===== config.mk =====
export PLATFORM = sky130hd
export DESIGN_NAME = srl_fifo_fwft
export DESIGN_NICKNAME = d
export VERILOG_FILES = /design/src/rtl/srl_fifo_pkg.sv /design/src/rtl/srl_fifo_shiftreg.sv /design/src/rtl/srl_fifo_fwft.sv
export SDC_FILE = /design/constraint.sdc
export NUM_CORES = 1
export LEC_CHECK = 0
export CAP_MARGIN = 20
export CORE_AREA = 5 5 200 125
export CTS_CLUSTER_DIAMETER = 30
export CTS_CLUSTER_SIZE = 30
export DETAILED_ROUTE_END_ITERATION = 6
export DIE_AREA = 0 0 205 130
export SETUP_SLACK_MARGIN = 0.2
export SYNTH_ARGS = -nofsm -noshare
export SYNTH_HDL_FRONTEND = slang
export SYNTH_HIERARCHICAL = 1
export SYNTH_SLANG_ARGS = --single-unit

===== constraint.sdc =====
create_clock -name clk -period 15.3 [get_ports clk]
set_clock_uncertainty 0.05 [all_clocks]
set_input_delay 3.06 -clock clk [delete_from_list [all_inputs] [get_ports clk]]
set_output_delay 3.06 -clock clk [all_outputs]
set_load 0.01 [all_outputs]

===== src/rtl/srl_fifo_pkg.sv =====
// Shared sizing helpers and parameter legality checks for the SRL-backed FWFT FIFO.
// Latency: n/a (elaboration-time functions only).
// Backpressure: n/a.
package srl_fifo_pkg;

    // Ceiling log2; clog2(1) = 0.
    function automatic int clog2(input int value);
        int result;
        int rem;
        result = 0;
        rem    = value - 1;
        while (rem > 0) begin
            result = result + 1;
            rem    = rem >> 1;
        end
        return result;
    endfunction

    // SRL address width for a FIFO of the given total depth (SRL holds depth-1 words).
    function automatic int addr_width_for(input int depth);
        int aw;
        aw = clog2(depth - 1);
        return (aw < 1) ? 1 : aw;
    endfunction

    // Occupancy must reach DEPTH = SRL words + output register, hence one extra bit.
    function automatic int occ_width(input int addr_width);
        return addr_width + 1;
    endfunction

    function automatic bit params_ok(input int data_width, input int depth,
                                     input int addr_width, input int af_thresh);
        return (data_width >= 1) && (depth >= 2) &&
               (af_thresh >= 1) && (af_thresh <= depth) &&
               (addr_width == addr_width_for(depth));
    endfunction

endpackage


===== src/rtl/srl_fifo_shiftreg.sv =====
// Shift-register storage: write shifts every word up one slot, din enters slot 0; addressed read is combinational.
// Latency: write visible at read port after 1 edge; read is purely combinational.
// Backpressure: none here, caller gates shift_en. No reset so the array maps onto SRL primitives.
// Ports: clk, shift_en, din -> slot 0; rd_addr selects rd_dat.
module srl_fifo_shiftreg
    import srl_fifo_pkg::*;
#(
    parameter int DATA_WIDTH = 8,
    parameter int ADDR_WIDTH = 4,
    parameter int WORDS      = 15
) (
    input  logic                  clk,
    input  logic                  shift_en,
    input  logic [DATA_WIDTH-1:0] din,
    input  logic [ADDR_WIDTH-1:0] rd_addr,
    output logic [DATA_WIDTH-1:0] rd_dat
);

    logic [DATA_WIDTH-1:0] mem [WORDS];

    always_ff @(posedge clk) begin
        if (shift_en) begin
            mem[0] <= din;
            for (int i = 1; i < WORDS; i++) begin
                mem[i] <= mem[i-1];
            end
        end
    end

    // Guarded mux: addresses beyond WORDS-1 (possible when WORDS is not a power of two) read zero.
    always_comb begin
        rd_dat = '0;
        for (int i = 0; i < WORDS; i++) begin
            if (rd_addr == ADDR_WIDTH'(i)) begin
                rd_dat = mem[i];
            end
        end
    end

endmodule


===== src/rtl/srl_fifo_fwft.sv =====
// First-word-fall-through FIFO: SRL storage of DEPTH-1 words plus one registered output word.
// Latency: write to if_empty_n = 2 edges on an empty FIFO; reads sustain 1 word/cycle.
// Backpressure: writes ignored while if_full_n is low, reads ignored while if_empty_n is low; flags come from registered state only.
// Ports: clk/reset; write side if_write_ce, if_write, if_din, if_full_n, if_almost_full;
//        read side if_read_ce, if_read, if_dout, if_empty_n; occupancy if_num_data_valid.
module srl_fifo_fwft
    import srl_fifo_pkg::*;
#(
    parameter int DATA_WIDTH = 8,
    parameter int DEPTH      = 16,
    parameter int ADDR_WIDTH = 4,
    parameter int AF_THRESH  = DEPTH - 2
) (
    input  logic                  clk,
    input  logic                  reset,
    output logic                  if_full_n,
    output logic                  if_almost_full,
    input  logic                  if_write_ce,
    input  logic                  if_write,
    input  logic [DATA_WIDTH-1:0] if_din,
    output logic                  if_empty_n,
    input  logic                  if_read_ce,
    input  logic                  if_read,
    output logic [DATA_WIDTH-1:0] if_dout,
    output logic [ADDR_WIDTH:0]   if_num_data_valid
);

    localparam int OCC_W = occ_width(ADDR_WIDTH);
    localparam int WORDS = DEPTH - 1;

    if (!params_ok(DATA_WIDTH, DEPTH, ADDR_WIDTH, AF_THRESH)) begin : g_bad_params
        $error("srl_fifo_fwft: illegal DATA_WIDTH/DEPTH/ADDR_WIDTH/AF_THRESH combination");
    end

    logic [OCC_W-1:0]      srl_cnt;
    logic [OCC_W-1:0]      srl_cnt_nxt;
    logic [OCC_W-1:0]      occ;
    logic                  out_valid;
    logic [DATA_WIDTH-1:0] out_reg;
    logic [DATA_WIDTH-1:0] srl_rd_dat;
    logic [ADDR_WIDTH-1:0] rd_addr;
    logic                  wr;
    logic                  rd;
    logic                  load;

    assign occ               = srl_cnt + OCC_W'(out_valid);
    // Held low during reset so a producer cannot push into a FIFO that is being cleared.
    assign if_full_n         = !reset && (occ < OCC_W'(DEPTH));
    assign if_almost_full    = (occ >= OCC_W'(AF_THRESH));
    assign if_empty_n        = out_valid;
    assign if_dout           = out_reg;
    assign if_num_data_valid = occ;

    assign wr   = if_write && if_write_ce && if_full_n;
    assign rd   = if_read && if_read_ce && out_valid;
    // Refill the output word whenever it is empty or being consumed this cycle.
    assign load = (srl_cnt != '0) && (!out_valid || rd);

    // Oldest SRL word sits at srl_cnt-1; the value is taken before this edge's shift, so a
    // concurrent write cannot disturb the word being loaded. Unused when srl_cnt == 0.
    assign rd_addr     = ADDR_WIDTH'(srl_cnt - OCC_W'(1));
    assign srl_cnt_nxt = srl_cnt + OCC_W'(wr) - OCC_W'(load);

    srl_fifo_shiftreg #(
        .DATA_WIDTH (DATA_WIDTH),
        .ADDR_WIDTH (ADDR_WIDTH),
        .WORDS      (WORDS)
    ) u_shiftreg (
        .clk      (clk),
        .shift_en (wr),
        .din      (if_din),
        .rd_addr  (rd_addr),
        .rd_dat   (srl_rd_dat)
    );

    always_ff @(posedge clk or posedge reset) begin
        if (reset) begin
            srl_cnt   <= '0;
            out_valid <= 1'b0;
            out_reg   <= '0;
        end else begin
            srl_cnt   <= srl_cnt_nxt;
            out_valid <= load || (out_valid && !rd);
            if (load) begin
                out_reg <= srl_rd_dat;
            end
        end
    end

    // Full gating on wr and the srl_cnt!=0 term on load keep the SRL count in range;
    // an underflow would wrap to a large value and trip this too.
    a_srl_cnt_range : assert property (@(posedge clk) disable iff (reset)
        srl_cnt_nxt <= OCC_W'(WORDS));

endmodule

==> metrics.yaml, run 1 <==
sta:
  rsz0062_at_grt: "false"
  hold_violations: 0
  fin_setup_tns_ns: 0
  post-route-period-util_pct: 47.8
  finalSetupViolCount: 0
  fmax_mhz: 137
  period_needed_ns: 7.31
  slew_violations: 0
  whs_ns: 0.388
  slew_headroom_pct: 36.9
  fin_ws_ns: 7.99
  worst_slew_pin_slew_ns: 0.946
synthesis:
  syn_area_sq_um: 5850
  synth.net_count: 410
  synth_edf_count: 120
  synth_top_flop_cell: "edfxtp_1"
  yosys.area_share.simple_pct: 6.87
  async_flop_share_pct: 10.4
  synth_xor_area_share_pct: 1.35
  synth-adder-area-share_pct: 3.34
  postSynthAreaPerCell_sq_um: 15.3
  synthDistinctLibCells: 55
  synth_top_family_by_area: "compound AO/OA/AOI/OAI gates"
  ys_warn_count: 6
  synthCells: 381
  synthMuxAreaShare_pct: 7.45
  synth-seq-cells: 134
  synth_compound_area_share_pct: 10.5
  yosysSeqAreaShare_pct: 67.6
floorplan:
  initial_utilization_pct: 25.7
  die_x_um: 205
  io_pins: 30
  core_area_sq_um: 22800
  die_area_sq_um: 26700
  die_h_um: 130
  rows: 43
power_and_ir_drop:
  p_comb_share_pct: 46.0
  clkPwrFrac_pct: 25.0
  power.switching_w: 0.000615
  p_int_w: 0.00104
  p_seq_share_pct: 29.0
  p_sw_share_pct: 37.2
  powerDensity_nw_per_um2: 233
  p_leak_nw: 2.34
  ir_drop_mv: 0.125
finish:
  num-fill-cells: 2253
  multi_input_area_sq_um: 1760
  final_area_sq_um: 7080
  seq_area_sq_um: 3950
  layout.nets: 440
  drive_above_1_share_pct: 14.2
  syn_to_final_growth_pct: 21.1
setup_path:
  arrival_ns: 4.20
  crit_required_ns: 12.19
  cp-start-kind: "primary input"
  endpoint_kind: "primary output"
  crit_fanout: 4
  worstSetupPathType: "in2out"
global_route:
  grt_pass1_wl_um: 18900
  antenna_found_initial: 0
  gr-usage-all-layers_pct: 9.20
  grt_pass1_vias: 3324
  grt_max_degree: 73
  grt.overflow.total: 0
place:
  place_congestion: 0.758
  placed_area_sq_um: 6480
  dp_hpwl_um: 7340
  port_buffers: 29
  place_ws_ns: 7.99
clock_network:
  ctsResizeCount: 0
  cts_sinks: 134
  cts_root_buf: "clkbuf_16"
  clock_latency_ns: 0.42
  cts_tree: "built"
  cts_buffer_depth: 2
  htree_levels: 4
  clk_pin_slew_ns: 0.06
  cts_hold_buf: 0
  post-cts-setup-buffer-count: 0
  cts-buffers-inserted: 17
min_path:
  hold_path_class: "reg2reg"
detailed_routing:
  vias_per_cell: 4.56
  drt_pass1_iterations: 4
  antenna_left: 0
  wire_per_inst_um: 16.2
  drc: 0
  vias: 3378
  wl_um: 12000
  drtIter0Drc: 242
job:
  cap_violations: 0
outcome:
  status: "completed"
-- worst max-delay path: stages --
cell and delay [ns]:
clkdlybuf4s50_1 0.46, nor2_1 0.12, clkdlybuf4s50_1 0.55
-- logic make-up (layout without fill, tap and decap cells) --
logic type               after synthesis  after routing
AO/OA/AOI/OAI                         84             84
XOR/XNOR                               9              9
adder cells (fa/ha/maj)               15             15
buffers and inverters                 34             77
flip-flops                           134            134
multiplexers                          34             34
other                                  0              1
AND/OR/NAND/NOR                       71             71
-- cell type report --
type                    instances  area share [%]
clock inverters                13            2.21
clock buffers                  19            6.26
inverters                      10           0.530
diodes                          1          0.0353
well taps                     315            5.57
flip-flops and latches        134            55.8
multi-input cells             213            24.8
repair buffers                 35            4.74
-- through the flow --
step / std cells / util, % / total power, W
final: 740 / 31.1 / 0.00165
after global routing: 739 / 31.1 / 0.00176
after CTS: 739 / 31.1 / 0.00166
after detailed placement: 707 / 28.5 / 0.00124
after global placement: 707 / 28.5 / 0.00123
after floorplan: 381 / - / 0.00105
-- flip-flops by register name, indices dropped and copies added, names as in the netlist --
register	flops
u_shiftreg/mem	120
if_empty_n	1
if_dout	8
srl_cnt	5
-- metal layers --
| layer | vias to the layer above | track usage, % | wire, um |
|---|---|---|---|
| met2 | 108 | 12.8 | 5070 |
| met3 | 5 | 3.30 | 801 |
| met5 | - | 0 | 0 |
| li1 | 1562 | - | - |
| met1 | 1703 | 13.4 | 6090 |
| met4 | 0 | 2.83 | 58 |
-- Yosys cell counts (2+ instances only) --
cell / instances / area (sq um)
a2111o_1: 2 / 22.5
and3_1: 5 / 31.3
a221o_1: 2 / 20.0
buf_2: 13 / 65.1
inv_1: 10 / 37.5
o2bb2ai_1: 2 / 17.5
a21oi_1: 16 / 80.1
o21a_1: 6 / 45.0
o32ai_1: 3 / 26.3
a22oi_1: 4 / 30.0
o221ai_1: 7 / 61.3
a211oi_1: 4 / 30.0
nor2_1: 12 / 45.0
clkbuf_1: 5 / 18.8
edfxtp_1: 120 / 3600
o21ai_1: 5 / 25.0
o221a_1: 3 / 33.8
xor2_1: 3 / 26.3
or3_1: 2 / 12.5
nand2b_1: 10 / 62.6
mux2i_1: 12 / 120
mux2_1: 5 / 56.3
nor3_1: 7 / 35.0
nand3b_1: 7 / 52.6
mux4_2: 6 / 135
o21ai_0: 4 / 20.0
a211o_1: 2 / 17.5
a31oi_1: 3 / 18.8
o31ai_1: 2 / 15.0
mux2_2: 11 / 124
ha_1: 14 / 175
nand4bb_1: 2 / 22.5
xnor2_1: 6 / 52.6
buf_4: 4 / 30.0
dfrtp_1: 14 / 350
nand2_1: 11 / 41.3
nand4_1: 2 / 12.5
nor2b_1: 7 / 43.8
o22ai_1: 3 / 18.8
o211ai_1: 10 / 75.1
-- worst paths after layout --
kind | from | end | slack [ns] | cells past startpoint
worst min-delay path | u_shiftreg/mem[0][35]$_DFFE_PP_ | u_shiftreg/mem[0][43]$_DFFE_PP_ | 0.39 | 0
max in group asynchronous | reset | if_dout[7]$_DFFE_PP0P_ | 11.59 | 2
worst min register to register | u_shiftreg/mem[0][35]$_DFFE_PP_ | u_shiftreg/mem[0][43]$_DFFE_PP_ | 0.39 | 0
worst max-delay path | reset | if_full_n | 7.99 | 3
worst max register to register | srl_cnt[0]$_DFF_PP0_ | if_dout[1]$_DFFE_PP0P_ | 11.56 | 10
min in group asynchronous | reset | if_dout[1]$_DFFE_PP0P_ | 3.13 | 2
-- cells in the final DEF (no fill, tap or decap), types with 11 or more instances in the layout --
cell type	Yosys	routed
a21oi_1	16	16
dfrtp_1	14	14
clkbuf_16	0	17
ha_1	14	14
edfxtp_1	120	120
mux2_2	11	11
clkdlybuf4s50_1	0	29
nand2_1	11	11
mux2i_1	12	12
nor2_1	12	12
-- power by group through the flow --
| stage | logic (W) | registers [W] | clock network (W) |
|---|---|---|---|
| floorplan | 0.000558 | 0.000490 | 0 |
| global placement | 0.000743 | 0.000485 | 0 |
| detailed placement | 0.000754 | 0.000488 | 0 |
| CTS | 0.000759 | 0.000481 | 0.000424 |
| global route | 0.000829 | 0.000485 | 0.000441 |
| finish | 0.000760 | 0.000480 | 0.000413 |
Power figures use the tool's default switching activity.
==> inputs of run 2 (changes only) <==
==> constraint.sdc (replaced) <==
create_clock -name clk -period 7.7 [get_ports clk]
set_clock_uncertainty 0.05 [all_clocks]
set_input_delay 1.54 -clock clk [delete_from_list [all_inputs] [get_ports clk]]
set_output_delay 1.54 -clock clk [all_outputs]
set_load 0.01 [all_outputs]
==> run 2 against run 1 <==
Compared with the run above:
- via count decreased by 0.15%
- final cell count decreased by 0.14%
- hold slack improved by 0.0068 ns
- first-iteration DRC count increased by 61%
==> metrics.yaml, run 2 (synthesis gave the netlist of run 1 again) <==
job:
  cap_violations: 0  # unchanged
setup_path:
  crit_buf_inv: 2  # unchanged
  timing.rr.end: "if_dout[1]$_DFFE_PP0P_"
  worstSetupPathType: "in2out"
  path_delay_family: "buffers and inverters"
  crit_fanout: 4  # unchanged
  path_cells: "clkdlybuf4s50_1 > nor2_1 > clkdlybuf4s50_1"
  arrival_ns: 2.71  # -1.49 ns
  timing.rr.start: "srl_cnt[0]$_DFF_PP0_"
  slowest_delay_ns: 0.54  # about the same
  r2r_cells: 10  # unchanged
  slowest_stage: "clkdlybuf4s50_1"
  endpoint_kind: "primary output"
  crit_top_cell: "clkdlybuf4s50_1"
  r2r_slack_ns: 3.93  # -7.63 ns
  crit_required_ns: 6.11  # -6.08 ns
  cp-start-kind: "primary input"
finish:
  final_common_cell: "edfxtp_1"
  num-fill-cells: 2215  # -1.7%
  largest_reg_flops: 120  # unchanged
  instances_no_fill: 739  # -0.14%
  layout.nets: 440  # unchanged
  drive_above_1_share_pct: 14.6  # +0.47 points
  regMostFlops: "u_shiftreg/mem"
  n_antenna_cell: 0  # -1
  syn_to_final_growth_pct: 21.2
  layout_common_cells: "edfxtp_1 (120), clkdlybuf4s50_1 (29), clkbuf_16 (17), a21oi_1 (16)"
clock_network:
  cts_buffer_depth: 2  # unchanged
  cts-buffers-inserted: 17  # unchanged
  ctsResizeCount: 0  # unchanged
  cts_hold_buf: 0  # unchanged
  cts_tree: "built"
  clk_pin_slew_ns: 0.06  # about the same
  post-cts-setup-buffer-count: 0  # unchanged
  cts_sinks: 134  # unchanged
  clock_latency_ns: 0.42  # about the same
  cts_root_buf: "clkbuf_16"
  htree_levels: 4  # unchanged
floorplan:
  initial_utilization_pct: 25.7  # unchanged
  io_pins: 30  # unchanged
  rows: 43  # unchanged
  die_h_um: 130  # unchanged
  die_x_um: 205  # unchanged
  die_area_sq_um: 26700  # unchanged
  core_area_sq_um: 22800  # unchanged
detailed_routing:
  wl_um: 11800  # -1.6%
  drc: 0  # unchanged
  wire_per_inst_um: 16.0  # -1.4%
  antenna_left: 0  # unchanged
  vias_per_cell: 4.56  # about the same
  vias: 3373  # -0.15%
  drtIter0Drc: 390  # +61%
  drt_pass1_iterations: 5  # +1
sta:
  post-route-period-util_pct: 55.8
  hold_violations: 0  # unchanged
  finalSetupViolCount: 0  # unchanged
  rsz0062_at_grt: "false"
  period_needed_ns: 4.30
  worst_slew_pin_slew_ns: 0.846  # -0.0999 ns
  fin_ws_ns: 3.40  # -4.59 ns
  slew_headroom_pct: 43.6  # +6.7 points
  fmax_mhz: 233
  fin_setup_tns_ns: 0  # unchanged
  slew_violations: 0  # unchanged
min_path:
  holdCritStartpoint: "u_shiftreg/mem[1][31]$_DFFE_PP_"
  hold_path_class: "reg2reg"
  hold-path-endpoint: "u_shiftreg/mem[1][39]$_DFFE_PP_"
  hold_depth: 0  # unchanged
global_route:
  grt_pass1_wl_um: 19200  # +1.7%
  gr-usage-all-layers_pct: 9.26  # +0.058 points
  grt.overflow.total: 0  # unchanged
  grt_pass1_vias: 3399  # +2.3%
  antenna_found_initial: 0  # unchanged
  grt_max_degree: 66  # -9.6%
place:
  port_buffers: 29  # unchanged
  placedCellCount: 707  # unchanged
  dp_hpwl_um: 7270  # -0.94%
  place_congestion: 0.743  # -1.9%
  place_ws_ns: 3.39  # -4.60 ns
power_and_ir_drop:
  powerDensity_nw_per_um2: 463  # +98%
  p_leak_nw: 2.35  # +0.25%
  ir_drop_mv: 0.201  # +61%
outcome:
  status: "completed"
run 2: cell count changes in the layout (fill, tap and decap cells not counted):
cell and change:
clkinv_4 +1, clkbuf_8 -1, inv_6 +2, nor3_4 +1, clkbuf_1 -1, clkinv_1 -1, nor3_2 -1, diode_2 -1
run 2: final cells by class:
type | count | area [sq um] | area share (%)
Clock buffer | 17 | 425 | 6.00
Clock inverter | 15 | 179 | 2.52
Inverter | 10 | 37.5 | 0.529
Multi-Input combinational cell | 213 | 1760 | 24.9
Sequential cell | 134 | 3950 | 55.8
Tap cell | 315 | 394 | 5.56
Timing Repair Buffer | 35 | 335 | 4.73
run 2: worst max-delay path by stage:
stage,from,endpoint,cells past startpoint
final,reset,if_full_n,3
after global routing,reset,if_full_n,3
after CTS,reset,if_full_n,3
after detailed placement,reset,if_full_n,3
after global placement,reset,if_full_n,3
after floorplan,if_write,u_shiftreg/mem[0][0]$_DFFE_PP_,2
run 2: report_power, final:
part           internal [W]  total (W)  switching (W)  leakage [nW]
clock network      0.000510   0.000827       0.000317         0.286
registers          0.000894   0.000956      0.0000616          1.25
logic              0.000653    0.00150       0.000844         0.808
run 2: metal layers:
metal / part of all wire, % / vias to the layer above / global-route usage, %
li1: - / 1553 / -
met1: 50 / 1719 / 13.9
met2: 43 / 91 / 12.4
met3: 6.1 / 10 / 2.88
met4: 0.99 / 0 / 3.46
met5: 0 / - / 0
run 2: through the flow:
step | hold WS, ns | power, W | util (%) | cell area [sq um]
final | 0.395 | 0.00328 | 31.2 | 7090
after global routing | 0.403 | 0.00349 | 31.2 | 7090
after CTS | 0.393 | 0.00331 | 31.2 | 7090
after detailed placement | 0.379 | 0.00246 | 28.5 | 6480
after global placement | 0.374 | 0.00244 | 28.5 | 6480
after floorplan | 0.368 | 0.00207 | - | 5850
==> inputs of run 3 (changes only) <==
==> constraint.sdc (replaced) <==
create_clock -name clk -period 3.9 [get_ports clk]
set_clock_uncertainty 0.05 [all_clocks]
set_input_delay 0.78 -clock clk [delete_from_list [all_inputs] [get_ports clk]]
set_output_delay 0.78 -clock clk [all_outputs]
set_load 0.01 [all_outputs]
==> run 3 against run 2 <==
Compared with the run above:
- via count is essentially flat
- sequential power grew 100%
- sequential share of layout area shrank 1.6 points
- count of clock-buffer cells in the layout grew 2
- core utilization grew 0.93 points
- register-to-register slack lost 3.2 ns
- final cell count grew 0.95%
- setup slack lost 2.7 ns
- power grew 110%
- critical path type is now reg2reg
==> metrics.yaml, run 3 (synthesis gave the netlist of run 1 again) <==
detailed_routing:
  drtIter0Drc: 308  # -21%
  drc: 0  # unchanged
  antenna_left: 0  # unchanged
  wl_um: 11800  # about the same
  drt_pass1_iterations: 4  # -1
  vias: 3376  # +0.089%
  wire_per_inst_um: 15.9  # -0.98%
  vias_per_cell: 4.53  # -0.85%
place:
  dp_hpwl_um: 7940  # +9.3%
  placedCellCount: 714  # +0.99%
  place_congestion: 0.785  # +5.6%
  port_buffers: 29  # unchanged
  place_ws_ns: 0.754  # -2.63 ns
sta:
  fin_ws_ns: 0.732  # -2.67 ns
  worst_slew_pin_slew_ns: 0.872  # +0.0259 ns
  slew_headroom_pct: 41.8  # -1.8 points
  post-route-period-util_pct: 81.2
  period_needed_ns: 3.17
  whs_ns: 0.391  # -0.00348 ns
  rsz0062_at_grt: "false"
  hold_violations: 0  # unchanged
  fmax_mhz: 316
  finalSetupViolCount: 0  # unchanged
  slew_violations: 0  # unchanged
job:
  cap_violations: 0  # unchanged
finish:
  regMostFlops: "u_shiftreg/mem"
  drive_above_1_share_pct: 16.2  # +1.6 points
  syn_to_final_growth_pct: 24.9
  instances_no_fill: 746  # +0.95%
  final_common_cell: "edfxtp_1"
  final_util_pct: 32.1  # +0.93 points
  largest_reg_flops: 120  # unchanged
  n_antenna_cell: 0  # unchanged
  layout.nets: 447  # +1.6%
  layout_common_cells: "edfxtp_1 (120), clkdlybuf4s50_1 (29), clkbuf_16 (17), a21oi_1 (16), dfrtp_1 (13)"
power_and_ir_drop:
  powerDensity_nw_per_um2: 929  # +100%
  power_w: 0.00678  # +110%
  p_leak_nw: 2.44  # +3.9%
  ir_drop_mv: 0.404  # +100%
setup_path:
  path_cells: "inv_1 > ha_1 > nand2_1 > nand2_1 > xnor2_2 > nor2b_1 > o32ai_1 > a221o_1 > mux2_2"
  crit_required_ns: 4.14  # -1.97 ns
  slowest_stage: "dfrtp_1"
  endpoint_kind: "flop"
  slowest_delay_ns: 0.59  # +0.05 ns
  cp-start-kind: "flop"
  arrival_ns: 3.41  # +0.70 ns
  worstSetupPathType: "reg2reg"
  crit_fanout: 13  # +9
  crit_top_cell: "nand2_1"
  crit_buf_inv: 1  # -1
  path_delay_family: "simple AND/OR/NAND/NOR gates"
clock_network:
  htree_levels: 4  # unchanged
  clk_pin_slew_ns: 0.06  # about the same
  ctsResizeCount: 0  # unchanged
  post-cts-setup-buffer-count: 0  # unchanged
  clock_latency_ns: 0.41  # about the same
  cts_tree: "built"
  cts_root_buf: "clkbuf_16"
  cts_sinks: 134  # unchanged
  cts_buffer_depth: 2  # unchanged
  cts-buffers-inserted: 17  # unchanged
  cts_hold_buf: 0  # unchanged
outcome:
  status: "completed"
floorplan:
  die_h_um: 130  # unchanged
  die_area_sq_um: 26700  # unchanged
  io_pins: 30  # unchanged
  core_area_sq_um: 22800  # unchanged
  rows: 43  # unchanged
  die_x_um: 205  # unchanged
  initial_utilization_pct: 25.7  # unchanged
global_route:
  gr-usage-all-layers_pct: 9.21  # -0.046 points
  grt.overflow.total: 0  # unchanged
  antenna_found_initial: 0  # unchanged
  grt_pass1_vias: 3395  # -0.12%
  grt_pass1_wl_um: 19000  # -1.1%
  grt_max_degree: 43  # -35%
min_path:
  hold_path_class: "reg2reg"
run 3: final cells by class:
| cell class | instances | area [sq um] |
|---|---|---|
| fillers | 2205 | 15500 |
| flip-flops and latches | 134 | 3960 |
| multi-input cells | 213 | 1820 |
| repair buffers | 42 | 438 |
| clock buffers | 19 | 433 |
| well taps | 315 | 394 |
| clock inverters | 13 | 229 |
| inverters | 10 | 37.5 |
run 3: path summary, 6_finish.rpt:
path,slack [ns],end,start,cells past startpoint
setup / recovery,0.73,if_dout[5]$_DFFE_PP0P_,srl_cnt[2]$_DFF_PP0_,9
hold / removal,0.39,u_shiftreg/mem[0][37]$_DFFE_PP_,u_shiftreg/mem[0][29]$_DFFE_PP_,0
setup reg to reg,0.73,if_dout[5]$_DFFE_PP0P_,srl_cnt[2]$_DFF_PP0_,9
hold reg to reg,0.39,u_shiftreg/mem[0][37]$_DFFE_PP_,u_shiftreg/mem[0][29]$_DFFE_PP_,0
max in group asynchronous,2.56,if_empty_n$_DFF_PP0_,reset,2
min in group asynchronous,0.81,srl_cnt[0]$_DFF_PP0_,reset,2
run 3: stage by stage:
stage          setup TNS (ns)  instance area (sq um)
2_1_floorplan          -57.69                   5910
3_3_place_gp                0                   6640
3_5_place_dp                0                   6640
4_1_cts                     0                   7300
5_1_grt                     0                   7300
6_report                    0                   7300
run 3: report_power, final:
group          internal, W  total (W)  leakage, nW  switching (W)
Clock              0.00120    0.00179        0.312       0.000594
Sequential         0.00176    0.00191         1.25       0.000150
Combinational      0.00140    0.00308        0.873        0.00168
run 3: layer usage:
layer	routed length (um)	vias up	track usage (%)
li1	-	1574	-
met4	71	0	2.52
met3	717	10	3.73
met2	5010	81	12.1
met5	0	-	0
met1	6040	1711	13.8
run 3: worst register-to-register path: stages, from the launching register on:
cell	delay, ns
dfrtp_1	0.59
inv_1	0.18
ha_1	0.21
nand2_1	0.06
nand2_1	0.08
xnor2_2	0.50
nor2b_1	0.54
o32ai_1	0.20
a221o_1	0.36
mux2_2	0.27
